### config.mk
export PLATFORM = sky130hd
export DESIGN_NAME = tl_multi_ctrl
export DESIGN_NICKNAME = d
export VERILOG_FILES = /design/src/rtl/tl_pkg.sv /design/src/rtl/tl_dwell_timer.sv /design/src/rtl/tl_multi_ctrl.sv
export SDC_FILE = /design/constraint.sdc
export NUM_CORES = 1
export LEC_CHECK = 0
export ABC_AREA = 1
export ABC_CLOCK_PERIOD_IN_PS = 3300
export CORE_MARGIN = 2
export CORE_UTILIZATION = 57
export CTS_BUF_LIST = sky130_fd_sc_hd__clkbuf_16
export DETAILED_ROUTE_END_ITERATION = 8
export PLACE_DENSITY_LB_ADDON = 0.08
export SLEW_MARGIN = 30
export SYNTH_ARGS = -nofsm -noshare
export SYNTH_HDL_FRONTEND = slang
export SYNTH_SLANG_ARGS = --single-unit
export TNS_END_PERCENT = 5
### constraint.sdc
create_clock -name clk -period 3.3 [get_ports clk]
set_clock_uncertainty 0.2 [all_clocks]
set_input_delay 0.66 -clock clk [delete_from_list [all_inputs] [get_ports clk]]
set_output_delay 0.66 -clock clk [all_outputs]
set_load 0.01 [all_outputs]
### src/rtl/tl_pkg.sv
// tl_pkg: shared state encoding, default phase durations and round-robin pick
package tl_pkg;
  typedef enum logic [2:0] {IDLE, ALL_RED, RED_YELLOW, GREEN, YELLOW, FLASH} tl_state_e;
  localparam int T_RY_DEF = 2;
  localparam int T_GREEN_DEF = 4;
  localparam int T_YELLOW_DEF = 3;
  localparam int T_ALLRED_DEF = 1;
  function automatic int rr_next(input int cur, input logic [31:0] req, input int n);
    int r;
    r = (cur + 1) % n;
    for (int i = 32; i >= 1; i--)
      if (i <= n && req[(cur + i) % n]) r = (cur + i) % n;
    return r;
  endfunction
endpackage

### src/rtl/tl_dwell_timer.sv
// tl_dwell_timer: loadable down-counter that parks at zero, advancing only on en
module tl_dwell_timer #(
  parameter int DW = 8
) (
  input  logic          clk,
  input  logic          rst,
  input  logic          en,
  input  logic          load,
  input  logic [DW-1:0] load_val,
  output logic          expired
);
  logic [DW-1:0] cnt;
  // load on phase entry, otherwise count down to zero and hold there
  always_ff @(posedge clk)
    if (rst) cnt <= '0;
    else if (en) cnt <= load ? load_val : cnt != '0 ? cnt - 1'b1 : cnt;
  assign expired = cnt == '0;
endmodule

### src/rtl/tl_multi_ctrl.sv
// tl_multi_ctrl: round-robin multi-approach traffic-light controller with flash mode
module tl_multi_ctrl
  import tl_pkg::*;
#(
  parameter int N_DIR = 2,
  parameter int DW = 8,
  parameter int T_RY = T_RY_DEF,
  parameter int T_GREEN = T_GREEN_DEF,
  parameter int T_YELLOW = T_YELLOW_DEF,
  parameter int T_ALLRED = T_ALLRED_DEF
) (
  input  logic                     clk,
  input  logic                     rst,
  input  logic                     start,
  input  logic                     en,
  input  logic                     flash,
  input  logic [N_DIR-1:0]         dir_req,
  output logic [N_DIR-1:0]         red,
  output logic [N_DIR-1:0]         yellow,
  output logic [N_DIR-1:0]         green,
  output logic [$clog2(N_DIR)-1:0] cur_dir,
  output logic                     busy
);
  localparam int CW = $clog2(N_DIR);
  tl_state_e st, nxt;
  logic ld, expired, blink, other;
  logic [DW-1:0] ld_val;
  logic [N_DIR-1:0] oh;
  assign oh = N_DIR'(1) << cur_dir;
  assign other = |(dir_req & ~oh);
  tl_dwell_timer #(.DW(DW)) u_timer (
    .clk(clk), .rst(rst), .en(en), .load(ld), .load_val(ld_val), .expired(expired)
  );
  // next phase: flash overrides everything but IDLE; green lingers until someone else asks
  always_comb begin
    nxt = st;
    ld = 1'b0;
    ld_val = '0;
    if (st == IDLE) begin
      if (start) begin
        nxt = ALL_RED;
        ld = 1'b1;
        ld_val = DW'(T_ALLRED - 1);
      end
    end else if (st != FLASH && flash) nxt = FLASH;
    else if (st == FLASH ? !flash : expired && (st != GREEN || other)) begin
      nxt = st == ALL_RED ? RED_YELLOW : st == RED_YELLOW ? GREEN : st == GREEN ? YELLOW : ALL_RED;
      ld = 1'b1;
      ld_val = nxt == RED_YELLOW ? DW'(T_RY - 1) : nxt == GREEN ? DW'(T_GREEN - 1) :
               nxt == YELLOW ? DW'(T_YELLOW - 1) : DW'(T_ALLRED - 1);
    end
  end
  // state, served approach and flash phase register; approach changes only leaving ALL_RED
  always_ff @(posedge clk)
    if (rst) begin
      st <= IDLE;
      cur_dir <= CW'(N_DIR - 1);
      blink <= 1'b0;
    end else if (en) begin
      st <= nxt;
      blink <= st == FLASH && nxt == FLASH ? ~blink : 1'b0;
      if (st == ALL_RED && nxt == RED_YELLOW) cur_dir <= CW'(rr_next(int'(cur_dir), 32'(dir_req), N_DIR));
    end
  // lamp decode from registered state only
  always_comb begin
    red = st == ALL_RED || st == RED_YELLOW ? {N_DIR{1'b1}} : st == GREEN || st == YELLOW ? ~oh : '0;
    yellow = st == RED_YELLOW || st == YELLOW ? oh : st == FLASH ? {N_DIR{blink}} : '0;
    green = st == GREEN ? oh : '0;
    busy = st != IDLE;
  end
endmodule

==> results.txt <==
Post-Syn Instances: 155
Drt pass-1 iters: 4
Longest individual stage delay on the worst path: 0.58 ns
Total Routing Usage GR: 25.29%
Master of the slowest instance on the critical path: sky130_fd_sc_hd__clkdlybuf4s50_1
H-tree levels: 1
Final setup violating endpoints: 0
Average cell area after synthesis: 6.748 µm²
Post-layout nets: 179
Worst voltage drop across the vdd grid: 435.9 µV
Final number of max-transition violations: 0
Unique masters post-synth: 26
Worst hold path cell count: 2
Worst path arrival time: 1.96 ns
Number of post-CTS setup repair buffers: 0
Required time of the critical path: 2.44 ns
Residual DRC count: 0
Path category of the worst min-delay check: reg -> reg
Sink Count: 13
Placed cell area: 1201 µm²
PwrDens: 745.0 nW/µm²
Total of cells resized after clock tree synthesis: 0
Post-synthesis net count: 163
Peak clock frequency supported by timing: 354.7 MHz
RSZ-0062 raised after global routing: false
Die area: 2194 µm²
Minimum clock period after layout: 2.820 ns
Core Region: 1727 µm²
Number of rows created at floorplan: 15
Antenna viol nets, final: 0
Via count of the first global-routing pass: 860
Chip width: 46.84 µm
P_leak: 0.5785 nW
Run status: finished clean
End of the worst hold path: blink
Number of maximum-capacitance violations: 0
Final clock period utilization by the worst path: 85.44%
Clock tree from TritonCTS: built
Largest fanout of any net on the critical path: 5
Worst setup slack for register-to-register paths: 1.24 ns
Cell breakdown of the critical path: inv_2 -> nor2_1 -> nand2_1 -> nand2_1 -> inv_1 -> o21ai_0 -> clkdlybuf4s50_1
Worst-margin pin slew: 0.5112 ns
Synthesis-to-layout area growth: 22.37%
Startpoint of the worst register-to-register path: u_timer.cnt[0]
Port Buffer Count: 14
Count of vias placed by the detailed router: 1,009
Worst Path Class, Setup: reg -> out
Post-Route Setup TNS: 0 ns
Clock transition at path regs: 0.05 ns
Number of antenna violations at the first check in global routing: 0
First-pass GRT wire length: 3.822 mm
Remaining Overflow, GRT: 0
Final wirelength: 2.422 mm
Count of cells along the worst register-to-register path: 13
Crit Reg-Reg Endpoint: u_timer.cnt[1]
Critical Path Most Common Cell: sky130_fd_sc_hd__nand2_1
Worst Setup Start Kind: flip-flop
Final cell area excluding filler cells: 1280 µm²
Syn. warnings: 0
DPL Wire Length: 1.744 mm
Via density per instance: 5.174
TritonCTS Buffers: 3
Initial cell density of the core: 60.58%
Fraction of final layout cells sized beyond drive strength 1: 21.76%
Fraction of the yosys area taken by sequential cells: 24.88%
Number of buffers on the longest clock path: 2
Number of hold buffers added after cts: 0
Flip-flop and latch count after synthesis: 13
Wire length per cell after detailed routing: 12.42 µm
Count of final hold-check violations: 0
Gp weighted congestion: 0.8369
Starting DRT DRC Count: 45
Worst relative slew slack: 65.81%
Area of the mapped netlist: 1046 µm²
Number of I/O pins: 15
Root buf cell: sky130_fd_sc_hd__clkbuf_16
Critical Path End Type: primary output
Largest net degree at the start of global routing: 11
Start point of the worst min-delay path: blink
Die Height: 46.84 µm
Ant diodes: 0
Skew-Pair Late Insertion Delay: 0.24 ns
worst max-delay path, delay by kind of cell, from the launching register on:
family / cells / cell delay (ns)
AND/OR/NAND/NOR: 3 / 0.37
flip-flops: 1 / 0.47
AO/OA/AOI/OAI: 1 / 0.11
buffers and inverters: 3 / 0.76
synth_stat cells:
master / instances / area share [%]
sky130_fd_sc_hd__nand2_1: 26 / 9.3
sky130_fd_sc_hd__clkbuf_1: 2 / 0.72
sky130_fd_sc_hd__nand3_1: 10 / 4.8
sky130_fd_sc_hd__o21ai_0: 7 / 3.3
sky130_fd_sc_hd__nand2_4: 2 / 2.2
sky130_fd_sc_hd__nand4_1: 9 / 5.4
sky130_fd_sc_hd__nand2_2: 13 / 7.8
sky130_fd_sc_hd__or2_4: 1 / 0.84
sky130_fd_sc_hd__xor2_1: 4 / 3.3
sky130_fd_sc_hd__nor2_8: 1 / 1.9
sky130_fd_sc_hd__buf_2: 1 / 0.48
sky130_fd_sc_hd__inv_2: 5 / 1.8
sky130_fd_sc_hd__nor2_2: 2 / 1.2
sky130_fd_sc_hd__nand3_4: 1 / 1.7
sky130_fd_sc_hd__ha_1: 1 / 1.2
sky130_fd_sc_hd__o22ai_1: 3 / 1.8
sky130_fd_sc_hd__nor2_1: 16 / 5.7
sky130_fd_sc_hd__a21oi_1: 7 / 3.3
sky130_fd_sc_hd__nand3_2: 1 / 0.96
sky130_fd_sc_hd__nand2_8: 1 / 1.9
sky130_fd_sc_hd__inv_1: 20 / 7.2
sky130_fd_sc_hd__buf_6: 1 / 1.1
sky130_fd_sc_hd__xnor2_1: 2 / 1.7
sky130_fd_sc_hd__a21oi_2: 4 / 3.3
sky130_fd_sc_hd__dfxtp_1: 13 / 25
sky130_fd_sc_hd__nor2_4: 2 / 2.2
sequential cells by signal (all words and copies together) (netlist names):
name / count
blink: 1
cur_dir: 1
u_timer.cnt: 8
st: 3
metrics by stage:
stage	hold slack, ns	std cells	util [%]	setup slack, ns	total power [mW]
3_5_place_dp	0.2788	191	69.57	0.8077	0.7163
2_1_floorplan	0.2573	155	-	1.408	0.6287
6_report	0.2870	195	74.13	0.4805	0.9535
3_3_place_gp	0.2757	191	69.57	0.8478	0.6995
5_1_grt	0.3099	195	74.13	0.4134	1.027
4_1_cts	0.2859	195	74.13	0.4793	0.9566
layout make-up:
class | instances | area [µm²]
multi-input combinational | 113 | 668.1
clock inverter | 1 | 3.754
timing repair buffer | 15 | 147.6
clock buffer | 3 | 75.07
fill | 139 | 446.7
inverter | 25 | 93.84
sequential | 13 | 260.3
tap | 25 | 31.28
placed cells by master, fill, tap and decap left out:
cell type	synthesis	layout
sky130_fd_sc_hd__a21oi_1	7	7
sky130_fd_sc_hd__a21oi_2	4	4
sky130_fd_sc_hd__buf_4	0	1
sky130_fd_sc_hd__clkbuf_16	0	3
sky130_fd_sc_hd__clkdlybuf4s50_1	0	14
sky130_fd_sc_hd__dfxtp_1	13	13
sky130_fd_sc_hd__ha_1	1	1
sky130_fd_sc_hd__inv_1	20	21
sky130_fd_sc_hd__inv_2	5	5
sky130_fd_sc_hd__nand2_1	26	26
sky130_fd_sc_hd__nand2_2	13	13
sky130_fd_sc_hd__nand2_4	2	2
sky130_fd_sc_hd__nand2_8	1	1
sky130_fd_sc_hd__nand3_1	10	10
sky130_fd_sc_hd__nand3_2	1	1
sky130_fd_sc_hd__nand3_4	1	1
sky130_fd_sc_hd__nand4_1	9	9
sky130_fd_sc_hd__nor2_1	16	16
sky130_fd_sc_hd__nor2_2	2	2
sky130_fd_sc_hd__nor2_4	2	2
sky130_fd_sc_hd__nor2_8	1	1
sky130_fd_sc_hd__o21ai_0	7	7
sky130_fd_sc_hd__o22ai_1	3	3
sky130_fd_sc_hd__or2_4	1	1
sky130_fd_sc_hd__xnor2_1	2	2
sky130_fd_sc_hd__xor2_1	4	4
how the worst max path moves through the flow:
stage	from	endpoint	slack (ns)	cells past startpoint
floorplan	st[1]	yellow[0]	1.41	6
global placement	st[2]	yellow[1]	0.85	5
detailed placement	st[2]	yellow[0]	0.81	5
CTS	st[0]	red[0]	0.48	5
global route	st[0]	red[0]	0.41	5
finish	st[1]	red[0]	0.48	7
where the power goes:
group / leakage [nW] / switching, mW / internal [mW]
combinational: 0.430 / 0.312 / 0.193
clock: 0.0423 / 0.0702 / 0.160
sequential: 0.106 / 0.0331 / 0.184
layer usage:
metal	GRT usage, %	vias up	share of wire, %
li1	-	524	-
met4	11.67	0	0.87
met5	0	-	0
met1	35.28	441	47
met3	5.385	4	6.2
met2	37.26	40	46
cells by family (layout without fill, tap and decap cells):
family	Yosys count	count (layout)	share of synthesized area (%)
xor+xnor	6	6	5.024
fa+ha+maj	1	1	1.196
compound gates	21	21	11.84
buf+inv	29	44	11.24
simple gates	85	85	45.81
flops	13	13	24.88
(Power assumes the default switching activity.)
